File: src/rtl/sound_serializer.sv
// Parallel-to-serial feeder: accepts samples over valid/ready and shifts them out MSB-first,
// each bit held CLK_DIV clocks. Define SOUND_SER_PARITY_EN to append an even-parity bit.
module sound_serializer #(
    parameter int   DATA_W     = 8,
    parameter int   CLK_DIV    = 4,
    parameter logic IDLE_LEVEL = 1'b0
) (
    input  logic              Clock,
    input  logic              Areset,
    input  logic [DATA_W-1:0] SampleData,
    input  logic              SampleValid,
    output logic              SampleReady,
    output logic              SerialOut,
    output logic              BitStrobe,
    output logic              WordDone,
    output logic              Busy
);

`ifdef SOUND_SER_PARITY_EN
    localparam int NBITS = DATA_W + 1;
`else
    localparam int NBITS = DATA_W;
`endif
    localparam int DIV_W = $clog2(CLK_DIV + 1);
    localparam int BIT_W = $clog2(NBITS + 1);
    localparam logic [DIV_W-1:0] DIV_LOAD = DIV_W'(CLK_DIV - 1);
    localparam logic [BIT_W-1:0] BIT_LOAD = BIT_W'(NBITS - 1);

    typedef enum logic {IDLE, SHIFT} state_t;

    state_t             state, state_nxt;
    logic [NBITS-2:0]   shreg, shreg_nxt;
    logic [DIV_W-1:0]   div_cnt, div_cnt_nxt;
    logic [BIT_W-1:0]   bit_cnt, bit_cnt_nxt;
    logic               serial_nxt, strobe_nxt, done_nxt;
    logic [NBITS-1:0]   load_word;
    logic               accept;

    // Word as it leaves the block, MSB first; parity is captured together with the data.
`ifdef SOUND_SER_PARITY_EN
    assign load_word = {SampleData, ^SampleData};
`else
    assign load_word = SampleData;
`endif

    assign SampleReady = !Areset &&
                         (state == IDLE || (state == SHIFT && div_cnt == '0 && bit_cnt == '0));
    assign accept      = SampleValid && SampleReady;
    assign Busy        = (state == SHIFT);

    // NOTE: every signal written here gets a default first, so no latch is inferred.
    always_comb begin
        state_nxt   = state;
        shreg_nxt   = shreg;
        div_cnt_nxt = div_cnt;
        bit_cnt_nxt = bit_cnt;
        serial_nxt  = SerialOut;
        strobe_nxt  = 1'b0;
        done_nxt    = 1'b0;

        if (accept) begin
            // Accept in SHIFT only happens on the last cycle of a word, which also completes it.
            done_nxt    = (state == SHIFT);
            serial_nxt  = load_word[NBITS-1];
            shreg_nxt   = load_word[NBITS-2:0];
            bit_cnt_nxt = BIT_LOAD;
            div_cnt_nxt = DIV_LOAD;
            strobe_nxt  = 1'b1;
            state_nxt   = SHIFT;
        end else if (state == SHIFT) begin
            if (div_cnt != '0) begin
                div_cnt_nxt = div_cnt - DIV_W'(1);
            end else if (bit_cnt != '0) begin
                serial_nxt  = shreg[NBITS-2];
                shreg_nxt   = shreg << 1;
                bit_cnt_nxt = bit_cnt - BIT_W'(1);
                div_cnt_nxt = DIV_LOAD;
                strobe_nxt  = 1'b1;
            end else begin
                done_nxt    = 1'b1;
                serial_nxt  = IDLE_LEVEL;
                state_nxt   = IDLE;
            end
        end
    end

    // NOTE: sequential state uses non-blocking assignments so all registers update together.
    always_ff @(posedge Clock) begin
        if (Areset) begin
            state     <= IDLE;
            SerialOut <= IDLE_LEVEL;
            BitStrobe <= 1'b0;
            WordDone  <= 1'b0;
            div_cnt   <= '0;
            bit_cnt   <= '0;
        end else begin
            state     <= state_nxt;
            SerialOut <= serial_nxt;
            BitStrobe <= strobe_nxt;
            WordDone  <= done_nxt;
            div_cnt   <= div_cnt_nxt;
            bit_cnt   <= bit_cnt_nxt;
        end
    end

    // NOTE: the shift register is left unreset; it is always reloaded on accept before any bit is used.
    always_ff @(posedge Clock) begin
        shreg <= shreg_nxt;
    end

endmodule

File: config.mk
export PLATFORM = sky130hd
export DESIGN_NAME = sound_serializer
export DESIGN_NICKNAME = d
export VERILOG_FILES = /design/src/rtl/sound_serializer.sv
export SDC_FILE = /design/constraint.sdc
export NUM_CORES = 1
export LEC_CHECK = 0
export BUFFER_PORTS_ARGS = -buffer_cell sky130_fd_sc_hd__buf_2
export CORE_MARGIN = 2
export CORE_UTILIZATION = 53
export DETAILED_ROUTE_END_ITERATION = 10
export PLACE_DENSITY = 0.87
export SYNTH_ARGS = -nofsm -noshare
export SYNTH_HDL_FRONTEND = slang
export SYNTH_SLANG_ARGS = --single-unit
export TNS_END_PERCENT = 20
File: constraint.sdc
create_clock -name Clock -period 2.54 [get_ports Clock]
set_clock_uncertainty 0.1 [all_clocks]
set_input_delay 0.254 -clock Clock [delete_from_list [all_inputs] [get_ports Clock]]
set_output_delay 0.254 -clock Clock [all_outputs]
set_load 0.01 [all_outputs]
* After elaboration in Yosys (flattened, before gate mapping)
Cells that the tools add are included.
Widths: inputs -> output; s select.
** Operators by class
- Muxes and demuxes :: 27
- Reductions and logical operators :: 20
- Bitwise operators :: 2
- $add $sub $neg :: 2
- Eq/ne operators :: 1
** Operators with widths (number)
- $mux 7 :: 4
- $mux 3 :: 6
- $mux 1 :: 15
- $reduce_and 2->1 :: 3
- $reduce_and 3->1 :: 2
- $reduce_bool 2->1 :: 3
- $reduce_bool 3->1 :: 2
- $logic_and 1x1->1 :: 4
- $logic_not 4->1 :: 1
- $mux 2 :: 2
- $reduce_bool 4->1 :: 1
- $sub 4x1->4 const B :: 1
- $logic_not 3->1 :: 1
- $sub 3x1->3 const B :: 1
- $ne 2x2->1 const B :: 1
- $not 1->1 :: 2
- $reduce_or 2->1 :: 1
- $logic_not 1->1 :: 1
- $logic_or 1x1->1 :: 1
** Storage, ports and cells
- Flip-flop bits (word level) :: 18
- Output and inout port bits :: 5
- Input port bits :: 11

* Longest topological paths before layout
- Depth in word-level cells :: 8
- Gate-level depth with buffers :: 7
- Gate-level depth less buffers :: 6

* Least setup slack after synthesis
Ideal clock, no wire load.
- Path kind :: reg-to-reg
- From :: reg div_cnt[0]
- To :: reg shreg[0] (enable)
- Buffers on the path :: 1
- Required time :: 2.059 ns
- Arrival time :: 1.822 ns
- Stages on the path, launching flop included :: 8
- Clock period less this slack :: 2.303 ns
- Setup slack :: 0.237 ns
- Path through :: dfxtp_1 > inv_1 > ha_1 > ha_1 > nand4bb_1 > buf_2 > a21bo_2 > o21ai_0
** Between the ends
- Word-level cells in the longest chain between the ends :: 8
- Elaborated cells on any way between the ends :: 11
- Those cells by class :: eq/ne: 1; reduce/logical: 10
** RTL lines
- start: declaration :: line 33 : logic [DIV_W-1:0] div_cnt, div_cnt_nxt;
- start signal: assignment :: line 101 : div_cnt <= div_cnt_nxt;
- $logic_not 3->1 :: line 47 : (state == IDLE || (state == SHIFT && div_cnt == '0 && bit_cnt == '0));
- $logic_and 1x1->1 (2 in a row) :: line 47
- $logic_or 1x1->1 :: line 47
- $logic_and 1x1->1 :: line 46 : assign SampleReady = !Areset &&
- $logic_and 1x1->1 :: line 48 : assign accept = SampleValid && SampleReady;
- $ne 2x2->1 (no line) or $reduce_bool 2->1 (tied branches)
- $reduce_and 3->1 (no line) (*)
- end signal: assignment :: line 108 : shreg <= shreg_nxt;
- end: declaration :: line 32 : logic [NBITS-2:0] shreg, shreg_nxt;
Every way passes the cells marked *; elsewhere a longest branch is shown, timed or not.
A chain may end at the register's enable or synchronous reset.

* Final worst setup path
- From :: reg div_cnt[0]
- To :: reg shreg[2], data pin
** Between the ends
- Word-level cells in the longest chain between the ends :: 7
** RTL lines
- $logic_not 3->1 :: line 47
- $logic_and 1x1->1 (2 in a row) :: line 47
- $logic_or 1x1->1 :: line 47
- $logic_and 1x1->1 :: line 46
- $logic_and 1x1->1 :: line 48
- $mux 7 :: line 61 : if (accept) begin
- net shreg_nxt[2] :: line 32
The timed path passes the listed nets, and every way through them passes these cells.

==> summary.txt <==
Floorplan
  – Core area: 0.00154 sq mm
  – Die Y: 45.0 um
  – Die span in x: 45.0 um
  – Initial cell density of the core: 57.7%
  – Full die area: 0.00202 sq mm
  – Ports: 16
  – Row cnt: 14

Place
  – RD Place Congestion: 0.826
  – Input/output buffers: 15
  – Placed Cells incl. Taps: 113
  – Pre-CTS setup slack: 0.313 ns
  – HPWL after detailed placement: 1.19 mm

Timing
  – TNS Setup: 0 ns
  – Final Cycle Share: 89.3%
  – Slew headroom: 65.2%
  – Hold Vio Cnt, Final: 0
  – Setup ws final: 0.272 ns
  – Final Critical Period: 2.27 ns
  – Fmax: 441 MHz
  – RSZ-0062 raised after global routing: no
  – Fin. max-slew vios: 0
  – Tightest Pin Transition: 0.521 ns
  – Setup-failing EPs final: 0

Power and ir drop
  – P_leak: 0.403 nW
  – Power Dens Cells: 608 mW/mm^2
  – VDD IR max: 0.328 mV

Global routing
  – GRT overflow: 0
  – Vias in the first global route: 655
  – Tot GR Track Use: 19.1%
  – Largest net degree at the start of global routing: 17
  – Initial antenna violation count: 0
  – First-pass GRT wire length: 2.82 mm

Route
  – DR vias/cell: 6.04
  – DRC errors left: 0
  – First drt pass iteration count: 4
  – WL final: 1.69 mm
  – WL/cell: 14.4 um
  – Antenna viol nets, final: 0
  – 1st-iter DRT viols: 13
  – Via count: 707

Critical path
  – CP peak stage delay: 0.46 ns
  – CP max-delay cell: a21oi_2
  – Max FO, Critical Path: 8
  – Worst reg2reg setup slack: 0.27 ns
  – Critical path, cell by cell: inv_1 > ha_1 > ha_1 > nand4bb_1 > a21oi_2 > mux2_2
  – WP data arrival: 2.21 ns
  – Critical path launch point type: flip-flop
  – Reg2reg path depth: 6
  – CP Class: flip-flop to flip-flop
  – R2r startpoint: div_cnt[0]
  – Worst setup EP type: flip-flop
  – Most Frequent Cell on Critical Path: ha_1
  – CP Data Required Time: 2.48 ns
  – R2r endpoint: shreg[2]

Synth
  – EDFF count, synth: 7
  – Synth area leader: dfxtp_1
  – Syn nets: 100
  – Syn. warnings: 0
  – Register area share after synthesis: 48.4%
  – Ys flop type: dfxtp_1
  – Yosys reg bits: 18
  – Cell area after synthesis: 890 sq um
  – FFs w/ async S/R, synth: 0%
  – Top-area cell type share of the netlist area: 24.8%
  – Post-synth cell types: 33
  – Area contributors post-synth: dfxtp_1 (25%), edfxtp_1 (24%), mux2_2 (7.6%)
  – Cells after synthesis: 84
  – Mapped Avg Cell Area: 10.6 sq um

CTS
  – H-tree depth reported by CTS: 1
  – Clock buffer count from CTS: 3
  – Reg clk slew, reported paths: 0.09 ns
  – Insertion delay to the later sink of the worst-skew pair: 0.29 ns
  – Clock Tree Buf Depth: 2
  – Post-CTS Setup Repair Bufs: 0
  – PostCTS Resize Cnt: 0
  – CTS Hold Bufs: 0
  – Clock sinks: 18
  – Root buffer cell: clkbuf_4
  – TritonCTS clock tree: done

Layout
  – Final #Nets: 118
  – Inserted Diodes: 0
  – Layout cells sized above 1: 30.7%
  – Most frequent cells in the layout: buf_2 (15), dfxtp_1 (11), inv_1 (8)
  – Fin cells: 117
  – Layout area overhead: 13.5%
  – FILL cells: 134
  – Most common library cell in the layout ignoring fill and taps: buf_2

Worst hold path
  – WHS Path Cells: 2
  – Tightest Hold Check Type: input port to flip-flop
  – Hold worst-path end: shreg[0]
  – Worst Hold Launch: SampleData[0]

Flow run
  – Maxcap violations: 0

Status
  – Status: complete, no violations
[cell families (layout without fill, tap and decap cells)]
logic type | Yosys count | after routing | synth area share [%]
AND/OR/NAND/NOR | 23 | 23 | 14.8
AO/OA/AOI/OAI | 20 | 20 | 17.0
flip-flops | 18 | 18 | 48.4
buffers and inverters | 12 | 29 | 5.20
multiplexers | 6 | 6 | 7.59
adder cells (fa/ha/maj) | 5 | 5 | 7.03
[worst max-delay path, delay by kind of cell (launching register included)]
family	cells	cell delay (ns)
AO/OA/AOI/OAI	1	0.46
multiplexers	1	0.39
adder cells (fa/ha/maj)	2	0.35
AND/OR/NAND/NOR	1	0.34
flip-flops	1	0.31
buffers and inverters	1	0.08
[metrics by stage]
stage / cell area, sq um / utilization (%) / total power, mW / hold WS, ns
floorplan: 890 / - / 0.439 / 0.220
global placement: 983 / 63.8 / 0.472 / 0.394
detailed placement: 983 / 63.8 / 0.477 / 0.422
CTS: 1010 / 65.5 / 0.620 / 0.138
global route: 1010 / 65.5 / 0.653 / 0.154
finish: 1010 / 65.5 / 0.614 / 0.146
[area by class of cell]
class / count / area (sq um) / area share (%)
clock buffer: 3 / 22.5 / 2.23
clock inverter: 1 / 3.75 / 0.372
inverter: 8 / 30.0 / 2.97
multi-input combinational: 54 / 413 / 40.9
sequential: 18 / 430 / 42.6
tap: 16 / 20.0 / 1.98
timing repair buffer: 17 / 90.1 / 8.92
[synthesized netlist by cell type (2+ instances only)]
master / number
inv_1: 8
or3_1: 2
clkbuf_1: 3
nand3_1: 4
a221oi_1: 2
mux2_2: 6
dfxtp_1: 11
ha_1: 5
o21ai_0: 3
a21oi_1: 4
nand2_1: 3
a31oi_1: 2
edfxtp_1: 7
nand2b_1: 2
nor3_1: 2
nor2_1: 3
[routing by layer]
metal	up-vias	wire, um	global-route usage [%]
li1	342	-	-
met1	343	777	26.6
met2	20	808	28.6
met3	2	90	4.40
met4	0	9	7.65
met5	-	0	0
[where the power goes]
group / internal [mW] / total, mW / switching (mW)
clock: 0.0570 / 0.141 / 0.0840
combinational: 0.0586 / 0.128 / 0.0696
sequential: 0.329 / 0.345 / 0.0165
total: 0.444 / 0.614 / 0.170
[state kept, by name, summed over array words and instances (netlist names)]
register,flops
shreg,7
BitStrobe,1
bit_cnt,4
SerialOut,1
div_cnt,3
Busy,1
WordDone,1
[worst max path at each step]
stage | start | to | slack (ns) | depth (start not counted)
after floorplan | div_cnt[0] | shreg[0] | 0.24 | 7
after global placement | div_cnt[0] | shreg[3] | 0.39 | 6
after detailed placement | div_cnt[0] | shreg[2] | 0.31 | 6
after CTS | div_cnt[0] | shreg[1] | 0.29 | 6
after global routing | div_cnt[0] | shreg[1] | 0.14 | 6
final | div_cnt[0] | shreg[2] | 0.27 | 6
Power figures use the tool's default switching activity.
